File: src/rtl/onehot23_to_bcd16_encoder.sv
// onehot23_to_bcd16_encoder: bit-serial scan of a 23-bit one-hot vector into its BCD code 0x0100..0x0122
module onehot23_to_bcd16_encoder #(
  parameter int          N_CODES   = 23,
  parameter logic [15:0] BASE_CODE = 16'h0100
) (
  input  logic               clk,
  input  logic               reset_n,
  input  logic               in_valid,
  output logic               in_ready,
  input  logic [N_CODES-1:0] q_in,
  output logic               out_valid,
  input  logic               out_ready,
  output logic [15:0]        d_out,
  output logic               err
);
  typedef enum logic [1:0] {IDLE, SCAN, DONE} state_t;
  state_t state_q, state_d;
  logic [N_CODES-1:0] shreg_q, shreg_d;
  logic [15:0] bcd_q, bcd_d, res_q, res_d, d_out_q, d_out_d, bcd_inc;
  logic [4:0] bit_q, bit_d;
  logic [1:0] hits_q, hits_d;
  logic err_q, err_d, out_valid_q, out_valid_d, carry, last;
  always_comb begin
    bcd_inc = bcd_q;
    carry = 1'b1;
    for (int i = 0; i < 4; i++) begin
      bcd_inc[4*i +: 4] = carry ? (bcd_q[4*i +: 4] == 4'd9 ? 4'd0 : bcd_q[4*i +: 4] + 4'd1) : bcd_q[4*i +: 4];
      carry = carry && bcd_q[4*i +: 4] == 4'd9;
    end
  end
  assign last = bit_q == 5'(N_CODES - 1);
  always_comb begin
    state_d = state_q;
    shreg_d = shreg_q;
    bcd_d = bcd_q;
    bit_d = bit_q;
    hits_d = hits_q;
    res_d = res_q;
    d_out_d = d_out_q;
    err_d = err_q;
    out_valid_d = out_valid_q;
    case (state_q)
      IDLE: if (in_valid) begin
        shreg_d = q_in;
        bcd_d = BASE_CODE;
        bit_d = '0;
        hits_d = '0;
        state_d = SCAN;
      end
      SCAN: begin
        res_d = shreg_q[0] ? bcd_q : res_q;
        hits_d = shreg_q[0] ? (hits_q == 2'd2 ? 2'd2 : hits_q + 2'd1) : hits_q;
        shreg_d = shreg_q >> 1;
        // counter stops at the last code instead of stepping past it
        bcd_d = last ? bcd_q : bcd_inc;
        bit_d = bit_q + 5'd1;
        if (last) begin
          state_d = DONE;
          out_valid_d = 1'b1;
          d_out_d = hits_d == 2'd1 ? res_d : 16'h0000;
          err_d = hits_d != 2'd1;
        end
      end
      DONE: if (out_ready) begin
        out_valid_d = 1'b0;
        state_d = IDLE;
      end
      default: state_d = IDLE;
    endcase
  end
  always_ff @(posedge clk or negedge reset_n)
    if (!reset_n) begin
      state_q <= IDLE;
      shreg_q <= '0;
      bcd_q <= '0;
      bit_q <= '0;
      hits_q <= '0;
      res_q <= '0;
      d_out_q <= '0;
      err_q <= 1'b0;
      out_valid_q <= 1'b0;
    end else begin
      state_q <= state_d;
      shreg_q <= shreg_d;
      bcd_q <= bcd_d;
      bit_q <= bit_d;
      hits_q <= hits_d;
      res_q <= res_d;
      d_out_q <= d_out_d;
      err_q <= err_d;
      out_valid_q <= out_valid_d;
    end
  assign in_ready = state_q == IDLE;
  assign out_valid = out_valid_q;
  assign d_out = d_out_q;
  assign err = err_q;
endmodule
File: config.mk
export PLATFORM = sky130hd
export DESIGN_NAME = onehot23_to_bcd16_encoder
export DESIGN_NICKNAME = d
export VERILOG_FILES = /design/src/rtl/onehot23_to_bcd16_encoder.sv
export SDC_FILE = /design/constraint.sdc
export NUM_CORES = 1
export LEC_CHECK = 0
export BUFFER_PORTS_ARGS = -buffer_cell sky130_fd_sc_hd__buf_2
export CAP_MARGIN = 20
export CELL_PAD_IN_SITES_DETAIL_PLACEMENT = 0
export CELL_PAD_IN_SITES_GLOBAL_PLACEMENT = 1
export CORE_MARGIN = 2
export CORE_UTILIZATION = 51
export CTS_BUF_LIST = sky130_fd_sc_hd__clkbuf_8
export DETAILED_ROUTE_END_ITERATION = 7
export GPL_TIMING_DRIVEN = 0
export PLACE_DENSITY = 0.89
export SLEW_MARGIN = 10
export SYNTH_ARGS = -nofsm -noshare
export SYNTH_HDL_FRONTEND = slang
export SYNTH_SLANG_ARGS = --single-unit
File: constraint.sdc
create_clock -name clk -period 5.7 [get_ports clk]
set_input_delay 0.285 -clock clk [delete_from_list [all_inputs] [get_ports clk]]
set_output_delay 0.285 -clock clk [all_outputs]
set_load 0.01 [all_outputs]
Yosys cells after proc, flatten, opt, wreduce, memory -nomap -nowiden:

Index checks and enable logic that the tools add are counted.

* flip-flop bits (word level): 82
* bits of input ports: 27
* output and inout port bits: 19
* word-level logic and storage cells: 75

* add/sub/neg operators: 6
* eq/ne operators: 17
* muxes and demuxes: 27
* reduce and logical (&&, ||, !) cells: 13

Operators by type and width (count)
* two-way mux 16 bit: 4
* one-hot mux 23 bit (2 select lines): 1
* one-hot mux 16 bit (2 select lines): 1
* two-way mux 4 bit: 7
* two-way mux 23 bit: 1
* adder 4 x 1 -> 4 bit, second input constant: 4
* equality test 4 bit, second input constant: 4
* != test 2 bit, second input constant: 7
* two-way mux 2 bit: 6
* AND reduction 4 bit: 3
* one-hot mux 5 bit (2 select lines): 1
* AND reduction 3 bit: 3
* one-hot mux 2 bit (3 select lines): 1
* adder 5 x 1 -> 5 bit, second input constant: 1
* equality test 5 bit, second input constant: 1
* two-way mux 5 bit: 1
* equality test 2 x 1 -> 1 bit, second input constant: 2
* equality test 2 bit, second input constant: 2
* one-hot mux 2 bit (2 select lines): 1
* AND reduction 2 bit: 2
* nonzero test 2 bit: 2
* adder 2 x 1 -> 2 bit, second input constant: 1
* logical AND 1 bit: 2
* logical NOT 2 bit: 1
* 3 further kinds: 4

Depth between registers and ports, before layout:

Gate-level depths: netlist of the first run.

* word-level depth: 6
* depth in mapped cells: 8
* gate-level depth less buffers: 7

Least setup slack after synthesis of the first run:

No wires, ideal clock.

* kind: reg2reg
* start point: register bit_q[0]
* end point: register bcd_q[5]
* library setup time: 125 ps
* data arrival time: 1851 ps
* data required time: 5575 ps
* slack: 3724 ps
* cell stages (with the launch flop): 7
* path buffers: 1
* period minus slack after synthesis: 1976 ps
* path through: dfrtp_1 inv_1 ha_1 and4b_1 buf_2 a221oi_1 mux2_2

* word-level cells in the longest chain between the ends: 3

RTL lines
* start: declaration: RTL line 20 `logic [4:0] bit_q, bit_d;`
* start signal: assignment: RTL line 86 `bit_q <= bit_d;`
* equality test 5 bit: RTL line 31 `assign last = bit_q == 5'(N_CODES - 1);`
* != test 2 bit (no line)
* AND reduction 4 bit (no line)
* end signal: assignment: RTL line 75 `bcd_q <= '0;`
* end signal: assignment: RTL line 85 `bcd_q <= bcd_d;`
* end: declaration: RTL line 19 `logic [15:0] bcd_q, bcd_d, res_q, res_d, d_out_q, d_out_d, bcd_inc;`

Every way passes these cells.
A chain may end at the register's enable or synchronous reset.

Final worst setup path of the first run:

* start point: register bit_q[0]
* end point: register d_out_q[15], in the netlist d_out[15]

* word-level cells in the longest chain between the ends: 2

RTL lines
* equality test 5 bit: RTL line 31
* AND reduction 2 bit (no line)
* end signal: assignment: RTL line 89 `d_out_q <= d_out_d;`
* end: declaration: RTL line 19

Every way passes these cells.

==> impl_results.md, run 1 <==
* Status: complete, no violations
* Initial core utilization at 0.523
* Syn Inst Count at about 360
* DRC violations left at 0
* Post-synth EDFFs at 0
* Power Dens Cells at ~500 nW/um^2
* Worst-path clk slew at 0.08 ns
* WL per Instance at around 15 um
* Worst setup SP type: register
* Largest net degree at the start of global routing at 45
* Netlist cell types at 40
* CTS sink count at 82
* IO Count at between 40 and 50
* Critical path buffers and inverters at 3
* Max-cap viol count at 0
* Fmax at approximately 430 MHz
* Total power at between 2000 and 2500 uW
* Final setup viols at 0
* Hpwl dp at approximately 5.5 mm
* DR vias at between 2000 and 3000
* Req. time, crit path at 5.91 ns
* Critical path cell sequence: inv_1, ha_1, and4b_1, buf_2, nand2_1, o21bai_1, clkbuf_1, o21ai_0
* Initial DRC count at approximately 140
* Pin slew with the least headroom to its limit at 0.918 ns
* Net Sw Frac at 0.367
* Synth warn at 0
* CP endpoint kind: register
* NetSw at between 800 and 900 uW
* Clk root buf: clkbuf_8
* Clock Skews at slightly above 0.009 ns
* First drt pass iteration count at 4
* Combinational power share at 0.357
* Syn Nets at 402
* Critical path's slowest cell: clkbuf_1
* Slew headroom at 0.388
* Vias in the first global route at 2756
* Seq/Total Area, Yosys at 0.544
* Final wirelength at between 7 and 8 mm
* Avg Cell Area, Syn at slightly above 10 um^2
* Num CTS Buffers at 9
* Clock network power share at 0.206
* Synth-to-Final Area Change at 16.2%
* IO buf count at 45
* FFs w/ async S/R, synth at 1.00
* DR vias/cell at around 5.5
* Synth Cell Area at between 3000 and 4000 um^2
* CP delay by family, top: buffers and inverters
* Htree depth at 3
* CP peak stage delay at around 0.46 ns
* Tot GR Track Use at 0.205
* Crit Path Class: register to register
* Flops & latches, synth at 82
* Die width at 90.0 um
* WP data arrival at roughly 2.6 ns
* Top cells by area, synth: dfrtp_1 (54%), o21ai_0 (7.7%), nand2_1 (5.6%)
* # Post-CTS Setup Buffers at 0
* CTS Buffer Depth at 2
* Int Power at roughly 1400 uW
* Final std cells w/o fill at roughly 530
* Ratio of cells with drive above 1 in the final layout at 0.190
* Peak fanout along the critical path at 10
* GRT overflow at 0
* RSZ-0062 raised after global routing: no
* Final Wtd Congestion at 0.825
* Nets at 460
* Peak supply drop at between 0.2 and 0.25 mV
* Die area at between 8000 and 9000 um^2
* Die Height at ~90 um
* Initial antenna violation count at 0
* Antenna cell count at 0
* First-pass GRT wire length at between 10 and 15 mm
* Share of the synthesized area in the top cell type at 0.544
* LEAKAGE at about 0.0020 uW
* Cell taking the most area after synthesis: dfrtp_1
* CTS tree: yes
* Final Hold Viols at 0
* Met3 Track Usage GR at 0.0402
* Worst hold path type: primary input to register
* FP Rows at 31
* Routed Antenna Nets at 0
* Commonest register cell after synthesis: dfrtp_1
* Grt met1 use at 0.291
* Clock Latency Late Sink at about 0.34 ns
* Slew Viols, Final at 0
* Final period utilization at 0.411
* Cells after DPL at around 500
* Placeable Area at 7210 um^2
* Min cycle time layout at ~2.3 ns
* Post-Route Setup TNS at 0 ns
* GR peak layer: met2
* Met2 Usage GRT at 0.319
* Share of power burned in registers at 0.437
flip-flops by register name (all words and copies together), names as in the netlist:
register / cells
bcd_q: 16
res_q: 16
d_out: 16
bit_q: 5
err: 1
state_q: 2
out_valid: 1
shreg_q: 23
hits_q: 2
cell usage after synthesis (all sizes together), types with 3 or more instances:
library cell	instances
dfrtp	82
o21ai	58
nand2	56
a22oi	22
mux2i	19
clkbuf	15
inv	14
mux2	14
ha	11
nand3	8
nor2	8
buf	7
o31ai	5
a21oi	4
nand2b	4
nor3	3
area by class of cell:
type	count	area, um^2
Fill cell	630	2830
Clock buffer	13	179
Sequential cell	82	2050
Multi-Input combinational cell	246	1580
Clock inverter	3	45.0
Tap cell	99	124
Buffer	22	87.6
Inverter	14	52.6
Timing Repair Buffer	47	265
metrics by stage:
| step | instance area, um^2 | utilization | worst slack [ns] | hold slack [ns] |
|---|---|---|---|---|
| CTS | 4390 | 0.608 | 3.32 | 0.130 |
| global placement | 4120 | 0.572 | 3.36 | 0.456 |
| global route | 4390 | 0.608 | 3.10 | 0.127 |
| finish | 4390 | 0.608 | 3.36 | 0.141 |
| detailed placement | 4150 | 0.576 | 3.34 | 0.297 |
| floorplan | 3770 | - | 3.72 | -0.0106 |
final timing paths:
kind	from	end	slack, ns	depth (start not counted)
worst max register to register	bit_q[0]	d_out[15]	3.36	8
worst min register to register	d_out[2]	d_out[2]	0.47	2
worst min-delay path	out_ready	state_q[1]	0.14	2
max in group asynchronous	reset_n	out_valid	4.66	3
min in group asynchronous	reset_n	d_out[6]	0.46	2
worst max-delay path	bit_q[0]	d_out[15]	3.36	8
routing by layer:
layer / part of all wire / vias up
met5: 0 / -
met4: 0.010 / 0
met3: 0.037 / 5
met2: 0.48 / 55
met1: 0.47 / 1409
li1: - / 1406
power groups by stage:
stage	Combinational [uW]	Clock (uW)	Sequential, uW
floorplan	572	0	952
global placement	769	0	961
detailed placement	796	0	975
CTS	798	469	965
global route	908	493	997
finish	791	456	967
kinds of logic (layout without fill, tap and decap cells):
group | count (synthesis) | in the layout | synth area share
AO/OA/AOI/OAI | 109 | 109 | 0.178
AND/OR/NAND/NOR | 92 | 92 | 0.110
flip-flops | 82 | 82 | 0.544
buffers and inverters | 36 | 99 | 0.0371
XOR/XNOR | 1 | 1 | 0.00232
multiplexers | 33 | 33 | 0.0921
adder cells (fa/ha/maj) | 11 | 11 | 0.0365
worst register-to-register path: cells and delay by family (launching register included):
family | cells | cell delay, ns
AOI/OAI and AO/OA | 2 | 0.49
adders and majority gates | 1 | 0.20
buffers and inverters | 3 | 0.66
and+or+nand+nor | 2 | 0.44
DFF | 1 | 0.42
placed cells by master, fill, tap and decap left out, drive strengths merged, types with 3 or more instances in the layout:
cell,count
mux2,14
nand2b,4
ha,11
nand3,8
buf,53
nor3,3
nand2,56
clkbuf,28
dfrtp,82
inv,14
a21oi,4
mux2i,19
nor2,8
o31ai,5
o21ai,58
a22oi,22
timing repair:
action,in CTS,in global routing
hold buffers,1,0
resized for setup,0,0
hold endpoints to repair,38,0
Power figures use the tool's default switching activity.
==> inputs of run 2 (changes only) <==
--- a/config.mk
+++ b/config.mk
@@ -10,11 +10,11 @@
 export CELL_PAD_IN_SITES_DETAIL_PLACEMENT = 0
 export CELL_PAD_IN_SITES_GLOBAL_PLACEMENT = 1
 export CORE_MARGIN = 2
-export CORE_UTILIZATION = 51
+export CORE_UTILIZATION = 42
 export CTS_BUF_LIST = sky130_fd_sc_hd__clkbuf_8
 export DETAILED_ROUTE_END_ITERATION = 7
 export GPL_TIMING_DRIVEN = 0
-export PLACE_DENSITY = 0.89
+export PLACE_DENSITY = 0.78
 export SLEW_MARGIN = 10
 export SYNTH_ARGS = -nofsm -noshare
 export SYNTH_HDL_FRONTEND = slang
==> constraint.sdc (replaced) <==
create_clock -name clk -period 1.9 [get_ports clk]
set_input_delay 0.095 -clock clk [delete_from_list [all_inputs] [get_ports clk]]
set_output_delay 0.095 -clock clk [all_outputs]
set_load 0.01 [all_outputs]
==> run 2 against run 1 <==
Net effect:
- count of clock-buffer cells in the layout fell by 2
- critical endpoint is now bcd_q[15]
- register-to-register slack got worse by 3.4 ns
- sequential cell count did not move
==> impl_results.md, run 2 (same netlist as run 1, synthesis figures left out) <==
* Status: complete, no violations
* Max-cap viol count at 0
* Slew Viols, Final at 0
* Placeable Area at 8720 um^2
* Hold Path Cell Cnt at 3
* DR vias/cell at between 5 and 6
* Nets at about 470
* Final Instance Area at around 4600 um^2
* Worst-path clk slew at approximately 0.080 ns
* Max FFs per register at 23
* Clock Latency Late Sink at between 0.3 and 0.4 ns
* FP Rows at 34
* DR vias at around 2900
* Peak supply drop at 0.567 mV
* Worst hold path type: primary input to register
* RR Startpoint: bit_q[0]
* DRC violations left at 0
* Final wirelength at between 8 and 9 mm
* Synth-to-Final Area Change at 21.5%
* Worst-case reg-to-reg path depth at 6
* Peak fanout along the critical path at 4
* IO buf count at 45
* Reg-to-reg setup timing slack at ~0.0027 ns
* Num CTS Buffers at 9
* Tot GR Track Use at 0.179
* Antenna cell count at 0
* Slew headroom at 0.502
* Largest Register: shreg_q
* Die width at around 99 um
* Placement Setup Slack at -0.506 ns
* Most frequent cells in the layout: dfrtp_1 (80), o21ai_0 (56), nand2_1 (55)
* Initial antenna violation count at 0
* Htree depth at 3
* Clock Skews at 0.00918 ns
* Final setup margin at 0.00267 ns
* Placed Area at roughly 4200 um^2
* Clk root buf: clkbuf_8
* Vias in the first global route at 2887
* Hpwl dp at roughly 5.6 mm
* Power Dens Cells at 1480 nW/um^2
* Die area at 9760 um^2
* CP peak stage delay at between 0.5 and 0.6 ns
* GRT overflow at 0
* RSZ-0062 raised after global routing: yes
* Largest net degree at the start of global routing at 59
* WL per Instance at approximately 15 um
* First drt pass iteration count at 4
* First-pass GRT wire length at approximately 14 mm
* Final Wtd Congestion at about 0.84
* Final Hold Viols at 0
* WP data arrival at between 2 and 2.5 ns
* Post-Route Setup TNS at 0 ns
* IO Count at between 40 and 50
* Hold Crit Endpoint: shreg_q[11]
* CP endpoint kind: register
* Initial core utilization at 0.433
* Req. time, crit path at about 2.2 ns
* Die Height at between 90 and 100 um
* CTS tree: yes
* CTS sink count at a little over 80
* Fmax at 527 MHz
* Fin Hold WS at 0.0357 ns
* Worst r2r dst: bcd_q[15]
* Critical path's slowest cell: or4_4
* CTS Buffer Depth at 2
* Final period utilization at 0.999
* Initial DRC count at 67
* Critical path cell sequence: inv_1, ha_2, and4b_2, a21o_1, or4_4, o31ai_2
* Pin slew with the least headroom to its limit at around 0.75 ns
* Worst setup SP type: register
* Final setup viols at 0
* Routed Antenna Nets at 0
* Commonest non-fill, non-tap cell in the layout: dfrtp_1
* Min cycle time layout at around 1.9 ns
* Crit Path Class: register to register
* LEAKAGE at around 0.0021 uW
* Ratio of cells with drive above 1 in the final layout at 0.264
* Hold_sp: q_in[11]
run 2: worst max-delay path by stage:
| stage | from | to |
|---|---|---|
| final | bit_q[0] | bcd_q[15] |
| after floorplan | bit_q[0] | bcd_q[15] |
| after global routing | bcd_q[5] | bcd_q[15] |
| after detailed placement | bit_q[0] | d_out[10] |
| after CTS | bit_q[0] | bcd_q[15] |
| after global placement | bit_q[0] | d_out[9] |
run 2: final cells by class:
cell class | count | area [um^2]
Buffer | 21 | 103
Clock buffer | 11 | 151
Clock inverter | 4 | 27.5
Fill cell | 777 | 4130
Inverter | 14 | 52.6
Multi-Input combinational cell | 246 | 1670
Sequential cell | 82 | 2050
Tap cell | 108 | 135
Timing Repair Buffer | 62 | 397
run 2: repair_timing:
| item | CTS | global route |
|---|---|---|
| resized for setup | 17 | 22 |
| buffers inserted | 6 | 8 |
| hold buffers | 2 | 0 |
| setup endpoints to repair | 35 | 45 |
| pin swaps | 3 | 3 |
| hold endpoints to repair | 25 | 0 |
run 2: critical path, delay by kind of cell (launching register included):
family | cells | cell delay, ns
AO/OA/AOI/OAI | 2 | 0.43
adder cells (fa/ha/maj) | 1 | 0.17
buffers and inverters | 1 | 0.05
flip-flops | 1 | 0.34
AND/OR/NAND/NOR | 2 | 0.82
run 2: power by group:
part           total (uW)  leakage (uW)  internal, uW  switching (uW)
clock network        1150     0.0000834           536             618
logic                2770      0.000938          1300            1470
registers            2870       0.00107          2410             461
run 2: routing by layer:
metal / global-route usage / up-vias / share of wire
li1: - / 1437 / -
met1: 0.247 / 1435 / 0.49
met2: 0.284 / 39 / 0.47
met3: 0.0319 / 10 / 0.024
met4: 0.0674 / 0 / 0.016
met5: 0 / - / 0
run 2: metrics by stage:
step	cells	power (uW)	utilization
2_1_floorplan	364	4580	-
3_3_place_gp	517	5220	0.475
3_5_place_dp	518	5330	0.478
4_1_cts	540	6640	0.513
5_1_grt	548	7370	0.526
6_report	548	6790	0.526
==> inputs of run 3 (changes only) <==
--- a/config.mk
+++ b/config.mk
@@ -14,6 +14,7 @@
 export CTS_BUF_LIST = sky130_fd_sc_hd__clkbuf_8
 export DETAILED_ROUTE_END_ITERATION = 7
 export GPL_TIMING_DRIVEN = 0
+export MAX_ROUTING_LAYER = met4
 export PLACE_DENSITY = 0.78
 export SLEW_MARGIN = 10
 export SYNTH_ARGS = -nofsm -noshare
==> run 3 against run 2 <==
Net effect:
- first-iteration DRC count fell by 19%
- maximum frequency is essentially flat
- clock power hardly changed
- cell area unchanged
- largest cell class unchanged
- critical path type unchanged
==> impl_results.md, run 3 (same netlist as run 1, synthesis figures left out) <==
* Largest Register: shreg_q
* Placeable Area at 8720 um^2
* Max-cap viol count at 0
* WP data arrival at between 2 and 2.5 ns
* Final Wtd Congestion at 0.858
* Peak fanout along the critical path at 4
* Status: complete, no violations
* Worst-path clk slew at approximately 0.08 ns
* Hold Crit Endpoint: shreg_q[11]
* Ratio of cells with drive above 1 in the final layout at 0.264
* Filler Cells Inserted at about 800
* First drt pass iteration count at 4
* RR Startpoint: bit_q[0]
* Worst setup SP type: register
* Initial antenna violation count at 0
* DR vias at 2907
* CP delay by family, top: simple AND/OR/NAND/NOR gates
* Worst-case reg-to-reg path depth at 6
* Htree depth at 3
* Final Instance Area at ~4600 um^2
* Most frequent cells in the layout: dfrtp_1 (80), o21ai_0 (56), nand2_1 (55)
* Die width at slightly below 100 um
* Largest net degree at the start of global routing at slightly below 60
* Synth-to-Final Area Change at 21.5%
* Final wirelength at 8.14 mm
* Final Hold Viols at 0
* Hold_sp: q_in[11]
* Final std cells w/o fill at between 500 and 600
* Max FFs per register at 23
* Pin slew with the least headroom to its limit at 0.739 ns
* Fmax at 527 MHz
* Hpwl dp at 5.56 mm
* CP endpoint kind: register
* CTS tree: yes
* Crit Path Class: register to register
* CP peak stage delay at about 0.55 ns
* Hold Path Cell Cnt at 3
* CTS sink count at between 80 and 90
* Clock Latency Late Sink at 0.35 ns
* LEAKAGE at roughly 0.0021 uW
* Num CTS Buffers at 9
* Routed Antenna Nets at 0
* Critical path buffers and inverters at 1
* Tot GR Track Use at 0.185
* Final period utilization at 0.999
* Commonest non-fill, non-tap cell in the layout: dfrtp_1
* Die Height at about 99 um
* Placed Area at ~4200 um^2
* Antenna cell count at 0
* Slew Viols, Final at 0
* Peak supply drop at 0.565 mV
* IO buf count at 45
* Post-Route Setup TNS at 0 ns
* Power Dens Cells at 1480 nW/um^2
* Slew headroom at 0.508
* DRC violations left at 0
* Die area at between 9000 and 10000 um^2
* CTS Buffer Depth at 2
* First-pass GRT wire length at ~14 mm
* Total power at 6790 uW
* Critical path's slowest cell: or4_4
* Critical path cell sequence: inv_1, ha_2, and4b_2, a21o_1, or4_4, o31ai_2
* Final setup viols at 0
* Cells after DPL at 518
* WL per Instance at roughly 15 um
* Initial DRC count at 54
* Clock Skews at ~0.009 ns
* Worst hold path type: primary input to register
* Clk root buf: clkbuf_8
* Crit path depth at 6
* IO Count at 46
* GRT overflow at 0
* DR vias/cell at roughly 5.3
* Initial core utilization at 0.433
* Vias in the first global route at a little under 3000
* FP Rows at 34
* Nets at between 400 and 500
* Worst r2r dst: bcd_q[15]
* RSZ-0062 raised after global routing: yes
* Min cycle time layout at ~1.9 ns
* Reg-to-reg setup timing slack at roughly 0.0012 ns
* Req. time, crit path at roughly 2.2 ns
[run 3: what timing repair did]
action / 4_1_cts / 5_1_grt
cloned: 0 / 0
gates resized for setup: 17 / 22
hold buffers: 2 / 0
setup endpoints to repair: 35 / 45
pin swaps: 3 / 3
endpoints found under the hold margin: 25 / 0
buffers inserted: 6 / 8
[run 3: worst max path at each step]
| stage | end | slack (ns) | startpoint |
|---|---|---|---|
| 2_1_floorplan | bcd_q[15] | 0.01 | bit_q[0] |
| 3_3_place_gp | d_out[9] | -0.42 | bit_q[0] |
| 3_5_place_dp | d_out[10] | -0.51 | bit_q[0] |
| 4_1_cts | bcd_q[15] | -0.02 | bit_q[0] |
| 5_1_grt | bcd_q[15] | -0.10 | bcd_q[5] |
| 6_report | bcd_q[15] | 0.001 | bit_q[0] |
[run 3: area by class of cell]
| type | count | area [um^2] | area share |
|---|---|---|---|
| flip-flops and latches | 82 | 2050 | 0.448 |
| repair buffers | 62 | 397 | 0.0865 |
| clock inverters | 4 | 27.5 | 0.00600 |
| well taps | 108 | 135 | 0.0295 |
| plain buffers | 21 | 103 | 0.0224 |
| multi-input cells | 246 | 1670 | 0.363 |
| clock buffers | 11 | 151 | 0.0330 |
| inverters | 14 | 52.6 | 0.0115 |
[run 3: layer usage]
metal / vias up / global-route usage / part of all wire
met5: - / - / 0
met4: 0 / 0.0674 / 0.015
met3: 10 / 0.0340 / 0.026
met2: 35 / 0.285 / 0.47
met1: 1424 / 0.246 / 0.48
li1: 1438 / - / -
[run 3: power breakdown]
| part | internal, uW | leakage, uW | switching [uW] | total [uW] |
|---|---|---|---|---|
| sequential | 2410 | 0.00107 | 461 | 2870 |
| combinational | 1300 | 0.000938 | 1470 | 2760 |
| clock | 536 | 0.0000834 | 619 | 1150 |
| total | 4240 | 0.00209 | 2540 | 6790 |
[run 3: worst reg2reg max path, cell delays in order, from the launching register on]
cell and delay [ns]:
dfrtp_1 0.34, inv_1 0.05, ha_2 0.17, and4b_2 0.27, a21o_1 0.23, or4_4 0.55
o31ai_2 0.22
[run 3: metrics by stage]
step           setup WS [ns]  utilization  hold WS [ns]
2_1_floorplan         0.0131            -        -0.201
3_3_place_gp          -0.417        0.475         0.309
3_5_place_dp          -0.506        0.478        0.0351
4_1_cts              -0.0198        0.513        0.0253
5_1_grt               -0.101        0.526        0.0380
6_report             0.00116        0.526        0.0322
